<file path="src/rtl/rvm_gpr_wb_arb_if.sv">
// ---------------------------------------------------------------------------
// rvm_gpr_wb_arb_if
// Purpose : bundles the writeback arbiter's bus signals. The two writeback
//           requesters (execute and load/store), the GPR write port, the
//           decode-stage hazard check and the clock request all travel here.
// Modports:
//   master : requester/decode side (drives valids, addrs, data, chk addrs;
//            observes readies, GPR write port, hazard, clk_req)
//   slave  : the arbiter itself
// Signals :
//   ex_valid/ex_ready, ex_addr[4:0], ex_wdata[XLEN-1:0]  requester 0
//   ls_valid/ls_ready, ls_addr[4:0], ls_wdata[XLEN-1:0]  requester 1
//   rd_wen, rd_addr[4:0], rd_wdata[XLEN-1:0]             GPR write port
//   chk_rs1_addr[4:0], chk_rs2_addr[4:0], hazard         operand hazard check
//   clk_req                                              clock-gate request
// ---------------------------------------------------------------------------
interface rvm_gpr_wb_arb_if #(
  parameter int XLEN = 32
);

  logic            ex_valid;
  logic            ex_ready;
  logic [4:0]      ex_addr;
  logic [XLEN-1:0] ex_wdata;

  logic            ls_valid;
  logic            ls_ready;
  logic [4:0]      ls_addr;
  logic [XLEN-1:0] ls_wdata;

  logic            rd_wen;
  logic [4:0]      rd_addr;
  logic [XLEN-1:0] rd_wdata;

  logic [4:0]      chk_rs1_addr;
  logic [4:0]      chk_rs2_addr;
  logic            hazard;

  logic            clk_req;

  modport master (
    output ex_valid, ex_addr, ex_wdata,
    output ls_valid, ls_addr, ls_wdata,
    output chk_rs1_addr, chk_rs2_addr,
    input  ex_ready, ls_ready,
    input  rd_wen, rd_addr, rd_wdata,
    input  hazard, clk_req
  );

  modport slave (
    input  ex_valid, ex_addr, ex_wdata,
    input  ls_valid, ls_addr, ls_wdata,
    input  chk_rs1_addr, chk_rs2_addr,
    output ex_ready, ls_ready,
    output rd_wen, rd_addr, rd_wdata,
    output hazard, clk_req
  );

endinterface

</file>
<file path="src/rtl/rvm_gpr_wb_arb.sv">
// ---------------------------------------------------------------------------
// rvm_gpr_wb_arb
// Purpose : arbitrates the execute unit and the load/store unit for the
//           single GPR write port. One write per cycle, registered output,
//           writes to x0 are accepted but never reach the register file.
//           Also flags read-after-write hazards for the instruction in decode
//           and requests a clock whenever any write is pending or in flight.
// Parameters:
//   XLEN  : GPR data width
//   RR_EN : 1 = round-robin between requesters, 0 = execute unit always wins
// Ports   :
//   clk   : core clock, all state changes on the rising edge
//   reset : synchronous, active-high
//   wb    : rvm_gpr_wb_arb_if.slave bundle (see interface header)
// ---------------------------------------------------------------------------
module rvm_gpr_wb_arb #(
  parameter int          XLEN  = 32,
  parameter int unsigned RR_EN = 1
) (
  input  logic               clk,
  input  logic               reset,
  rvm_gpr_wb_arb_if.slave    wb
);

  typedef enum logic {
    GRANT_EX = 1'b0,
    GRANT_LS = 1'b1
  } grant_e;

  grant_e          lastGrant_q, lastGrant_d;
  logic            rdWen_q, rdWen_d;
  logic [4:0]      rdAddr_q, rdAddr_d;
  logic [XLEN-1:0] rdWdata_q, rdWdata_d;

  logic            exReady, lsReady;
  logic            exFire, lsFire;
  logic            rs1Hit, rs2Hit;

  // Grant selection. Readies are held low throughout reset so nothing can
  // transfer at a reset edge. On a tie the requester that did not win most
  // recently gets the port when round-robin is enabled.
  always_comb begin
    exReady = 1'b0;
    lsReady = 1'b0;
    if (!reset) begin
      if (wb.ex_valid && wb.ls_valid) begin
        if ((RR_EN != 0) && (lastGrant_q == GRANT_EX)) begin
          lsReady = 1'b1;
        end else begin
          exReady = 1'b1;
        end
      end else begin
        exReady = wb.ex_valid;
        lsReady = wb.ls_valid;
      end
    end
  end

  assign exFire = wb.ex_valid && exReady;
  assign lsFire = wb.ls_valid && lsReady;

  // Next-state for the output register and the last-grant pointer. The
  // pointer moves on every transfer, including x0 writes, but an x0 write
  // leaves the output register (and its held addr/data) untouched.
  always_comb begin
    rdWen_d     = 1'b0;
    rdAddr_d    = rdAddr_q;
    rdWdata_d   = rdWdata_q;
    lastGrant_d = lastGrant_q;
    if (exFire) begin
      lastGrant_d = GRANT_EX;
      if (wb.ex_addr != 5'd0) begin
        rdWen_d   = 1'b1;
        rdAddr_d  = wb.ex_addr;
        rdWdata_d = wb.ex_wdata;
      end
    end else if (lsFire) begin
      lastGrant_d = GRANT_LS;
      if (wb.ls_addr != 5'd0) begin
        rdWen_d   = 1'b1;
        rdAddr_d  = wb.ls_addr;
        rdWdata_d = wb.ls_wdata;
      end
    end
  end

  // State registers. Reset drops any write captured on the previous edge and
  // parks the pointer on ls so that ex wins the first tie afterwards.
  always_ff @(posedge clk) begin
    if (reset) begin
      rdWen_q     <= 1'b0;
      rdAddr_q    <= 5'd0;
      rdWdata_q   <= '0;
      lastGrant_q <= GRANT_LS;
    end else begin
      rdWen_q     <= rdWen_d;
      rdAddr_q    <= rdAddr_d;
      rdWdata_q   <= rdWdata_d;
      lastGrant_q <= lastGrant_d;
    end
  end

  // A source operand is hazardous if any write to it is still pending at a
  // requester or is being written this cycle. x0 is never hazardous.
  always_comb begin
    rs1Hit = (wb.chk_rs1_addr != 5'd0) &&
             ((rdWen_q     && (wb.chk_rs1_addr == rdAddr_q))   ||
              (wb.ex_valid && (wb.chk_rs1_addr == wb.ex_addr)) ||
              (wb.ls_valid && (wb.chk_rs1_addr == wb.ls_addr)));
    rs2Hit = (wb.chk_rs2_addr != 5'd0) &&
             ((rdWen_q     && (wb.chk_rs2_addr == rdAddr_q))   ||
              (wb.ex_valid && (wb.chk_rs2_addr == wb.ex_addr)) ||
              (wb.ls_valid && (wb.chk_rs2_addr == wb.ls_addr)));
  end

  assign wb.ex_ready = exReady;
  assign wb.ls_ready = lsReady;
  assign wb.rd_wen   = rdWen_q;
  assign wb.rd_addr  = rdAddr_q;
  assign wb.rd_wdata = rdWdata_q;
  assign wb.hazard   = rs1Hit || rs2Hit;
  assign wb.clk_req  = rdWen_q || wb.ex_valid || wb.ls_valid;

endmodule

</file>
<file path="src/flat_wrapper.sv">
// flat-port wrapper written by rule: the top's interface ports become plain ports
module rvm_gpr_wb_arb_flat 
#(
  parameter int          XLEN  = 32,
  parameter int unsigned RR_EN = 1
)
  (clk, reset, wb_ex_valid, wb_ex_addr, wb_ex_wdata, wb_ls_valid, wb_ls_addr, wb_ls_wdata, wb_chk_rs1_addr, wb_chk_rs2_addr, wb_ex_ready, wb_ls_ready, wb_rd_wen, wb_rd_addr, wb_rd_wdata, wb_hazard, wb_clk_req);
  rvm_gpr_wb_arb_if #(.XLEN(XLEN)) wb_i ();
  input  logic clk;
  input  logic reset;
  input wire logic [$bits(wb_i.ex_valid)-1:0] wb_ex_valid;
  input wire logic [$bits(wb_i.ex_addr)-1:0] wb_ex_addr;
  input wire logic [$bits(wb_i.ex_wdata)-1:0] wb_ex_wdata;
  input wire logic [$bits(wb_i.ls_valid)-1:0] wb_ls_valid;
  input wire logic [$bits(wb_i.ls_addr)-1:0] wb_ls_addr;
  input wire logic [$bits(wb_i.ls_wdata)-1:0] wb_ls_wdata;
  input wire logic [$bits(wb_i.chk_rs1_addr)-1:0] wb_chk_rs1_addr;
  input wire logic [$bits(wb_i.chk_rs2_addr)-1:0] wb_chk_rs2_addr;
  output wire logic [$bits(wb_i.ex_ready)-1:0] wb_ex_ready;
  output wire logic [$bits(wb_i.ls_ready)-1:0] wb_ls_ready;
  output wire logic [$bits(wb_i.rd_wen)-1:0] wb_rd_wen;
  output wire logic [$bits(wb_i.rd_addr)-1:0] wb_rd_addr;
  output wire logic [$bits(wb_i.rd_wdata)-1:0] wb_rd_wdata;
  output wire logic [$bits(wb_i.hazard)-1:0] wb_hazard;
  output wire logic [$bits(wb_i.clk_req)-1:0] wb_clk_req;
  assign wb_i.ex_valid = wb_ex_valid;
  assign wb_i.ex_addr = wb_ex_addr;
  assign wb_i.ex_wdata = wb_ex_wdata;
  assign wb_i.ls_valid = wb_ls_valid;
  assign wb_i.ls_addr = wb_ls_addr;
  assign wb_i.ls_wdata = wb_ls_wdata;
  assign wb_i.chk_rs1_addr = wb_chk_rs1_addr;
  assign wb_i.chk_rs2_addr = wb_chk_rs2_addr;
  assign wb_ex_ready = wb_i.ex_ready;
  assign wb_ls_ready = wb_i.ls_ready;
  assign wb_rd_wen = wb_i.rd_wen;
  assign wb_rd_addr = wb_i.rd_addr;
  assign wb_rd_wdata = wb_i.rd_wdata;
  assign wb_hazard = wb_i.hazard;
  assign wb_clk_req = wb_i.clk_req;
  rvm_gpr_wb_arb #(.XLEN(XLEN), .RR_EN(RR_EN)) u_core (.clk(clk), .reset(reset), .wb(wb_i));
endmodule
</file>
<file path="config.mk">
export PLATFORM = sky130hd
export DESIGN_NAME = rvm_gpr_wb_arb_flat
export DESIGN_NICKNAME = d
export VERILOG_FILES = /design/src/rtl/rvm_gpr_wb_arb_if.sv /design/src/rtl/rvm_gpr_wb_arb.sv /design/src/flat_wrapper.sv
export SDC_FILE = /design/constraint.sdc
export NUM_CORES = 1
export LEC_CHECK = 0
export ABC_AREA = 1
export CAP_MARGIN = 20
export CORE_UTILIZATION = 36
export DETAILED_ROUTE_END_ITERATION = 7
export HOLD_SLACK_MARGIN = 0.1
export PLACE_DENSITY = 0.87
export SLEW_MARGIN = 20
export SYNTH_ARGS = -nofsm -noshare
export SYNTH_HDL_FRONTEND = slang
export SYNTH_SLANG_ARGS = --single-unit
</file>
<file path="constraint.sdc">
create_clock -name clk -period 1.2 [get_ports clk]
set_input_delay 0.18 -clock clk [delete_from_list [all_inputs] [get_ports clk]]
set_output_delay 0.18 -clock clk [all_outputs]
set_load 0.01 [all_outputs]
</file>
## Word-level counts from Yosys, hierarchy flattened

Cells that the tools add are included.

- $add $sub $neg: 0
- Multiply operators: 0
- Divide/modulo/power cells: 0
- Magnitude comparators: 0
- Eq/ne operators: 7
- Shift-type cells: 0
- Mux-type cells: 20
- Bitwise operators: 0
- Reductions and logical operators: 25

Operators by type and width:

| operator | number |
|---|---|
| $mux W32 | 4 |
| $eq A5 B5 Y1 | 6 |
| $mux W5 | 4 |
| $reduce_bool A5 Y1 | 4 |
| $mux W1 | 12 |
| $logic_and A1 B1 Y1 | 11 |
| $logic_or A1 B1 Y1 | 7 |
| $reduce_bool A2 Y1 | 2 |
| $reduce_and A3 Y1 | 1 |
| $ne A2 B2 Y1 const B | 1 |

- Bits in registers: 39
- Bits in latches: 0
- Memory bits (writable): 0
- Memory bits (read-only): 0
- Input port bits: 88
- Output and inout port bits: 42
- Logic and storage cells: 56
- Memories kept: 0

## Longest topological paths before layout

- Depth in word-level cells: 6
- Gate-level depth with buffers: 11
- Mapped depth without buffers: 10

## Worst setup path after synthesis

Ideal clock, no wire load.

- Path type: register to register
- From: reg u_core.lastGrant_q
- To: reg u_core.rdWdata_q[18], in the netlist u_core.wb.rd_wdata[18]
- Library setup time: 0.113 ns
- Data arrival time: 1.190 ns
- Required time: 1.087 ns
- Path slack: -0.103 ns
- Stages on the path, launching flop included: 12
- Path through: dfxtp_1 inv_1 nand2_1 nand3_2 inv_2 nand2_2 nand2_2 buf_6 buf_6 nand2_1 nand2_1 nor2_1

- Word-level cells in the longest chain between the ends: 6

RTL lines:

| what | RTL line | text |
|---|---|---|
| start: declaration | rvm_gpr_wb_arb.sv:30 | `grant_e lastGrant_q, lastGrant_d;` |
| start signal: assignment | rvm_gpr_wb_arb.sv:99 | `lastGrant_q <= lastGrant_d;` |
| $mux W1 | rvm_gpr_wb_arb.sv:47 | `if ((RR_EN != 0) && (lastGrant_q == GRANT_EX)) begin` |
| $mux W1 | rvm_gpr_wb_arb.sv:46 | `if (wb.ex_valid && wb.ls_valid) begin` |
| $mux W1 | rvm_gpr_wb_arb.sv:45 | `if (!reset) begin` |
| $logic_and A1 B1 Y1, on equally long branches | rvm_gpr_wb_arb.sv:59, rvm_gpr_wb_arb.sv:60 |  |
| $ne A2 B2 Y1 (no line) / $reduce_bool A2 Y1 (equally long branches) | -- |  |
| $reduce_and A3 Y1 (no line) | -- |  |
| end signal: assignment | rvm_gpr_wb_arb.sv:98 | `rdWdata_q <= rdWdata_d;` |
| end: declaration | rvm_gpr_wb_arb.sv:33 | `logic [XLEN-1:0] rdWdata_q, rdWdata_d;` |

Several ways; a longest one is shown, not always the timed one.
A chain may end at the register's enable or synchronous reset.

## Worst setup path in the final report

- From: reg u_core.rdAddr_q[3], in the netlist u_core.wb.rd_addr[3]
- To: out wb_hazard

- Word-level cells in the longest chain between the ends: 6

RTL lines:

| what | RTL line | text |
|---|---|---|
| start: declaration | rvm_gpr_wb_arb.sv:32 | `logic [4:0] rdAddr_q, rdAddr_d;` |
| start signal: assignment | rvm_gpr_wb_arb.sv:97 | `rdAddr_q <= rdAddr_d;` |
| $eq A5 B5 Y1, on equally long branches | rvm_gpr_wb_arb.sv:107, rvm_gpr_wb_arb.sv:111 |  |
| $logic_and A1 B1 Y1, on equally long branches | rvm_gpr_wb_arb.sv:107, rvm_gpr_wb_arb.sv:111 |  |
| $logic_or A1 B1 Y1, on equally long branches | rvm_gpr_wb_arb.sv:107, rvm_gpr_wb_arb.sv:111 |  |
| $logic_or A1 B1 Y1, on equally long branches | rvm_gpr_wb_arb.sv:108, rvm_gpr_wb_arb.sv:112 |  |
| $logic_and A1 B1 Y1, on equally long branches | rvm_gpr_wb_arb.sv:106, rvm_gpr_wb_arb.sv:110 |  |
| $logic_or A1 B1 Y1 (*) | rvm_gpr_wb_arb.sv:121 | `assign wb.hazard = rs1Hit \|\| rs2Hit;` |
| end: declaration | flat_wrapper.sv:24 | `output wire logic [$bits(wb_i.hazard)-1:0] wb_hazard;` |

Every way passes the cells marked *; elsewhere a longest branch is shown, timed or not.

==> run_results.csv <==
group,metric,value,unit
placed_design,place_area,4080,sq um
drt,wl_per_cell,15.3,um
sta,fin_setup_tns,-6.43,ns
global_route,grt_first_pass_wirelength,16.2,mm
sta,rsz0062_at_grt,"true",
cells_and_area,syn2layout_area_growth,103,%
clock_network,cts_tree,"built",
synthesis,synth_area_leaders,"dfxtp_1 31%, nand2_1 30%, nor2_1 15%, inv_1 5.2%, o21ai_1 3.6%",
floorplan,pin_count,130,
flow_run,cap_violations,0,
drt,drtIter0Drc,165,
clock_network,cts_buffer_depth,2,
drt,vias,3602,
drt,wl,11.0,mm
sta,fin_crit_sh,127,%
synthesis,synth-seq-area-share,31.1,%
sta,worst_slack,-0.322,ns
pwr,p_comb_share,44.8,%
sta,drv_slew,0,
setup_path,path_class,"reg -> out",
worst_hold_path,hold_path_depth,5,
cells_and_area,mostFrequentLayoutCells,"164 x nand2_1, 67 x nor2_1, 64 x clkdlybuf4s50_1",
clock_network,clk_latency,0.29,ns
floorplan,die_h,85.5,um
worst_hold_path,hold_class,"in -> reg",
synthesis,avgSynthCellArea,5.54,sq um
synthesis,ys_ff_latch,39,
drt,via_per_inst,4.98,
worst_hold_path,worstHoldStart,"wb_ls_addr[4]",
clock_network,numCtsBuffers,5,
floorplan,core,6760,sq um
pwr,p_sw,1.51,mW
floorplan,num_rows,30,
clock_network,cts_root_buf,"clkbuf_8",
setup_path,end_kind,"output port",
floorplan,dieWidth,85.5,um
setup_path,reg2reg_depth,13,
sta,clock_skew,0.00323,ns
synthesis,synth_nets,541,
placed_design,dp_hpwl,6.31,mm
pwr,seq_power_share,35.0,%
run_status,status,"complete, but fails checks",
placed_design,portBuffers,129,
placed_design,globalplace.congestion,0.978,
setup_path,r2r_slack,-0.23,ns
drt,post-route-drc-count,0,
synthesis,ys_types,19,
sta,worst_slew_pin_slew,0.621,ns
synthesis,synth_area_leader_cell,"dfxtp_1",
pwr,p_leak,2.60,nW
cells_and_area,final_area,5090,sq um
global_route,grt_pass1_vias,3516,
worst_hold_path,holdPathEnd,"u_core.wb.rd_addr[4]",
clock_network,cts-htree-levels,2,
floorplan,dieArea,7310,sq um
synthesis,synth_area,2510,sq um
synthesis,ys_warn_count,0,
cells_and_area,drive_gt1_share,34.3,%
floorplan,start_util,37.1,%
setup_path,crit_arrival,1.34,ns
sta,hold_violations,0,
clock_network,clock-sinks,39,
cells_and_area,layout_commonest_cell,"nand2_1",
drt,antenna_violating_nets_post_route,0,
pwr,powerDensity,851,nW/um^2
sta,layout_min_cycle_time,1.52,ns
sta,max_slew_margin,58.6,%
pwr,clockPowerShare,20.2,%
global_route,grt_overflow_total,0,
synthesis,synthCells,453,
sta,setup_viol,41,
run_status,violations,"negative setup slack",
sta,fmax,0.657,GHz
synthesis,synth_top_area_share,31.1,%
global_route,grt_max_degree,39,
setup_path,worst-endpoint-required,1.02,ns
pwr,p_int,2.82,mW
setup_path,r2r-end,"u_core.wb.rd_wdata[28]",
setup_path,startpoint_type,"register",
pwr,vdd_ir_drop_max,511,uV
global_route,grt_use_total,28.1,%
pwr,p_sw_share,34.9,%
drt,first_pass_iters,4,
setup_path,cp_max_fo,3,
cells_and_area,nNetsFinal,729,
clock_network,clkTransAtPathRegs,0.07,ns
global_route,antenna_found_initial,0,
setup_path,r2r-start,"u_core.lastGrant_q",
==> power groups by stage <==
| stage | clock (mW) | sequential (mW) | combinational [mW] |
|---|---|---|---|
| 3_3_place_gp | 0 | 1.52 | 1.40 |
| 5_1_grt | 0.939 | 1.53 | 2.08 |
| 6_report | 0.876 | 1.52 | 1.94 |
| 4_1_cts | 0.877 | 1.51 | 1.74 |
| 3_5_place_dp | 0 | 1.53 | 1.41 |
| 2_1_floorplan | 0 | 1.58 | 0.572 |
==> cell usage after synthesis <==
library cell / n
o21ai_1: 18
a31oi_1: 1
nand4_1: 1
nand3_1: 11
nand2_2: 2
buf_6: 7
o21ai_2: 8
o21ai_0: 14
nor2_1: 100
inv_1: 35
nand3_2: 1
buf_2: 6
nand2_1: 198
a21oi_1: 1
clkbuf_1: 4
buf_1: 2
nor3_1: 2
dfxtp_1: 39
inv_2: 3
==> per-stage QoR <==
stage	utilization, %	total power [mW]	std cells	worst slack, ns	hold WS (ns)
6_report	75.4	4.34	723	-0.322	0.422
4_1_cts	70.9	4.13	714	-0.318	0.483
2_1_floorplan	-	2.15	453	-0.0817	0.345
3_5_place_dp	60.3	2.94	682	-0.891	0.464
5_1_grt	75.4	4.55	722	-0.411	0.445
3_3_place_gp	60.3	2.92	682	-0.910	0.450
==> critical path, cell delays in order, from the launching register on <==
cell and delay (ns):
dfxtp_2 0.33, buf_6 0.11, nand2_2 0.06, nand2_2 0.05
nor2_2 0.13, nand3_1 0.08, nand3_1 0.07, nand2_1 0.05
nand2_1 0.05, buf_2 0.12
==> layout make-up <==
class	instances	area [sq um]
repair inverters	2	31.3
diodes	1	2.50
inverters	38	161
clock buffers	7	76.3
multi-input cells	357	1870
flip-flops and latches	39	797
repair buffers	198	2050
well taps	80	100
clock inverters	1	5.00
fillers	520	1660
==> logic make-up after synthesis <==
group	Yosys count	share of synthesized area [%]
DFF	39	31.1
and+or+nand+nor	315	48.3
AOI/OAI and AO/OA	42	9.63
buffers and inverters	57	10.9
==> how the worst max path moves through the flow <==
stage,start,end,depth (start not counted)
6_report,u_core.wb.rd_addr[3],wb_hazard,9
5_1_grt,u_core.wb.rd_addr[3],wb_hazard,9
4_1_cts,u_core.wb.rd_addr[3],wb_hazard,9
3_5_place_dp,wb_chk_rs1_addr[3],wb_hazard,10
3_3_place_gp,wb_chk_rs2_addr[2],wb_hazard,10
2_1_floorplan,u_core.lastGrant_q,u_core.wb.rd_wdata[18],11
==> flip-flops by register name (all words and copies together), names as in the netlist <==
| signal | flops |
|---|---|
| u_core.wb.rd_wdata | 32 |
| u_core.wb.rd_addr | 5 |
| u_core.lastGrant_q | 1 |
| u_core.wb.rd_wen | 1 |
==> per-layer routing <==
metal | wire length [um] | GRT usage [%] | up-vias
li1 | - | - | 1753
met1 | 4490 | 32.5 | 1670
met2 | 5570 | 50.4 | 146
met3 | 641 | 5.35 | 33
met4 | 333 | 11.5 | 0
met5 | 0 | 0 | -
==> timing repair <==
item | CTS | global route
hold buffers | 0 | 0
gates cloned | 10 | 1
endpoints found under the setup margin | 81 | 46
buffers inserted | 16 | 11
pin swaps | 27 | 39
gates resized for setup | 214 | 92
Note: power is estimated with default switching activity, not from simulation.
==> variant: new RTL, same settings <==
`XLEN` is set to 32 in 3 places; all go to 64.
--- a/src/rtl/rvm_gpr_wb_arb_if.sv
+++ b/src/rtl/rvm_gpr_wb_arb_if.sv
@@ -15,7 +15,7 @@
 //   clk_req                                              clock-gate request
 // ---------------------------------------------------------------------------
 interface rvm_gpr_wb_arb_if #(
-  parameter int XLEN = 32
+  parameter int XLEN = 64
 );
 
   logic            ex_valid;
--- a/src/rtl/rvm_gpr_wb_arb.sv
+++ b/src/rtl/rvm_gpr_wb_arb.sv
@@ -14,7 +14,7 @@
 //   wb    : rvm_gpr_wb_arb_if.slave bundle (see interface header)
 // ---------------------------------------------------------------------------
 module rvm_gpr_wb_arb #(
-  parameter int          XLEN  = 32,
+  parameter int          XLEN  = 64,
   parameter int unsigned RR_EN = 1
 ) (
   input  logic               clk,
--- a/src/flat_wrapper.sv
+++ b/src/flat_wrapper.sv
@@ -1,7 +1,7 @@
 // flat-port wrapper written by rule: the top's interface ports become plain ports
 module rvm_gpr_wb_arb_flat 
 #(
-  parameter int          XLEN  = 32,
+  parameter int          XLEN  = 64,
   parameter int unsigned RR_EN = 1
 )
   (clk, reset, wb_ex_valid, wb_ex_addr, wb_ex_wdata, wb_ls_valid, wb_ls_addr, wb_ls_wdata, wb_chk_rs1_addr, wb_chk_rs2_addr, wb_ex_ready, wb_ls_ready, wb_rd_wen, wb_rd_addr, wb_rd_wdata, wb_hazard, wb_clk_req);
Interface: changed (resized wb_ex_wdata, wb_ls_wdata and wb_rd_wdata); port bits go from 130 to 226. The function was not compared with the original's and may differ.
==> variant against the original RTL <==
  * The run still ends with setup timing left
  * Power grew 95%
  * Critical path depth is 4 higher
  * Routed wire length up 72%
  * First-iteration DRC count up 100%
  * Sequential cell count is 32 higher
  * Sequential power rose by 82%
  * Synthesized cell count up 56%
  * Largest power group unchanged
  * Sequential share of layout area is 1.9 points higher
  * Synthesized area increased by 60%
  * Register-to-register slack worse by 210 ps
  * Design area grew 61%
  * Critical path type is now reg -> reg
  * Worst setup slack got worse by 120 ps
  * Non-clock buffer count up 115
  * Clock skew is 10 ps higher
  * Highest routed layer unchanged
==> variant: results (changes against the original RTL) <==
[outcome]
outcome = finished, violations left  ; unchanged
failed_checks = setup timing  ; unchanged

[timing]
tightest_slew_ps = 933  ; was 621 ps
setup_ws_ps = -438  ; was -322 ps
skew_ps = 13.3  ; was 3.23 ps
setup_viol = 79  ; was 41

[global_route]
grt_pass1_vias = 5574  ; was 3516
grt_usage_pct = 31.8  ; was 28.1%
grt_max_degree = 56  ; was 39
antenna_found_initial = 1  ; was 0

[synth]
ys_top_cells_by_count = nand2_1 (307), nor2_1 (164), dfxtp_1 (71), inv_1 (41), o21ai_1 (36)  ; was nand2_1 (198), nor2_1 (100), dfxtp_1 (39), inv_1 (35), o21ai_1 (18)
syn_nets = 858  ; was 541
synth_compound_area_share_pct = 8.62  ; was 9.63%
seq_area_frac_synth_pct = 35.5  ; was 31.1%
synth_area_leaders = dfxtp_1 (35%), nand2_1 (29%), nor2_1 (15%), o21ai_1 (4.5%), inv_1 (3.8%)  ; was dfxtp_1 (31%), nand2_1 (30%), nor2_1 (15%), inv_1 (5.2%), o21ai_1 (3.6%)
synthCells = 706  ; was 453

[drt]
drt-total-wl_mm = 18.9  ; was 11.0 mm
avgViaCountPerCell = 5.03  ; was 4.98
routedWlPerCell_um = 16.6  ; was 15.3 µm
dr.first_iter.drc_count = 338  ; was 165

[worst_setup_path]
reg2reg_to = u_core.wb.rd_wdata[48]  ; was u_core.wb.rd_wdata[28]
path_class = reg -> reg  ; was reg -> out
cp.arrival_ps = 1940  ; was 1340 ps
cpPeakStageDelay_ps = 340

[clock_tree]
htreeDepth = 3  ; was 2
clk_pin_slew_ps = 90  ; was 70 ps
numCtsBuffers = 9  ; was 5
clk_latency_ps = 360  ; was 290 ps
cts_root_buf = clkbuf_8  ; unchanged

[power]
p_leak_uw = 0.00407  ; was 0.00260 µW
vdd_ir_drop_max_mv = 0.782  ; was 0.511 mV

[finish]
n_fill_cell = 793  ; was 520
largest_reg_flops = 64  ; was 32
final_layout_size_suffix_gt1_share_pct = 28.6  ; was 34.3%

[place]
place_congestion = 0.960  ; was 0.978
place.detailed.hpwl_mm = 10.5  ; was 6.31 mm
numPortBuffers = 225  ; was 129

## variant: changes by cell type after synthesis, sizes merged
| cell | before | now |
|---|---|---|
| dfxtp | 39 | 71 |
| clkbuf | 4 | 6 |
| o21ai | 40 | 66 |
| nand2 | 200 | 308 |
| buf | 15 | 30 |
| nor2 | 100 | 164 |
| inv | 38 | 44 |
## variant: layout make-up
cell class	instances	area, µm²	share of cell area (%)
clock buffers	11	151	1.84
multi-input cells	555	2810	34.1
diodes	2	5.00	0.0609
flip-flops and latches	71	1440	17.5
repair buffers	313	3360	40.9
clock inverters	5	104	1.26
inverters	44	183	2.22
well taps	140	175	2.13
## variant: metrics by stage
step / instance area, µm² / setup slack (ps) / TNS, ps / hold slack, ps
after global placement: 6640 / -947 / -58450 / 462
after detailed placement: 6640 / -915 / -58600 / 475
final: 8220 / -438 / -26810 / 461
after global routing: 8220 / -513 / -30890 / 502
after floorplan: 4010 / 2.07 / 0 / 345
after CTS: 7870 / -354 / -21650 / 473
## variant: cells by family (layout without fill, tap and decap cells)
logic type	Yosys count	count (layout)
AO/OA/AOI/OAI	68	68
buffers and inverters	80	373
flip-flops	71	71
other	0	2
AND/OR/NAND/NOR	487	487
## variant: repair_timing
item                                    in CTS  in global routing
endpoints found under the setup margin     145                120
gates cloned                                16                  4
resized for setup                          293                153
pin swaps                                   41                 53
hold buffers                                 0                  0
buffers inserted                            20                  6
## variant: per-layer routing
metal  vias to the layer above  wire length, µm  GRT usage [%]
met2                       313             9030           54.5
met3                        88             1480           7.51
met5                         -                0              0
met1                      2601             7430           36.7
met4                         0              996           16.6
li1                       2734                -              -
## variant: worst min-delay path by stage
stage | slack [ps] | endpoint | startpoint
after global routing | 500 | u_core.wb.rd_wdata[17] | u_core.wb.rd_wdata[17]
after global placement | 460 | u_core.wb.rd_wdata[34] | u_core.wb.rd_wdata[34]
after detailed placement | 470 | u_core.wb.rd_wdata[36] | u_core.wb.rd_wdata[36]
after floorplan | 350 | u_core.lastGrant_q | wb_ls_valid
after CTS | 470 | u_core.wb.rd_addr[1] | wb_ls_addr[1]
final | 460 | u_core.wb.rd_addr[2] | wb_ex_addr[2]
## variant: power by group
part           leakage, µW  switching (µW)  internal, µW
Clock             0.000130            1010          1500
Sequential        0.000591             175          2590
Combinational      0.00335            1510          1660
## variant: critical path, delay by kind of cell (launching register included)
kind                   cells  cell delay, ps
and+or+nand+nor            7             560
buffers and inverters      6             660
DFF                        1             340
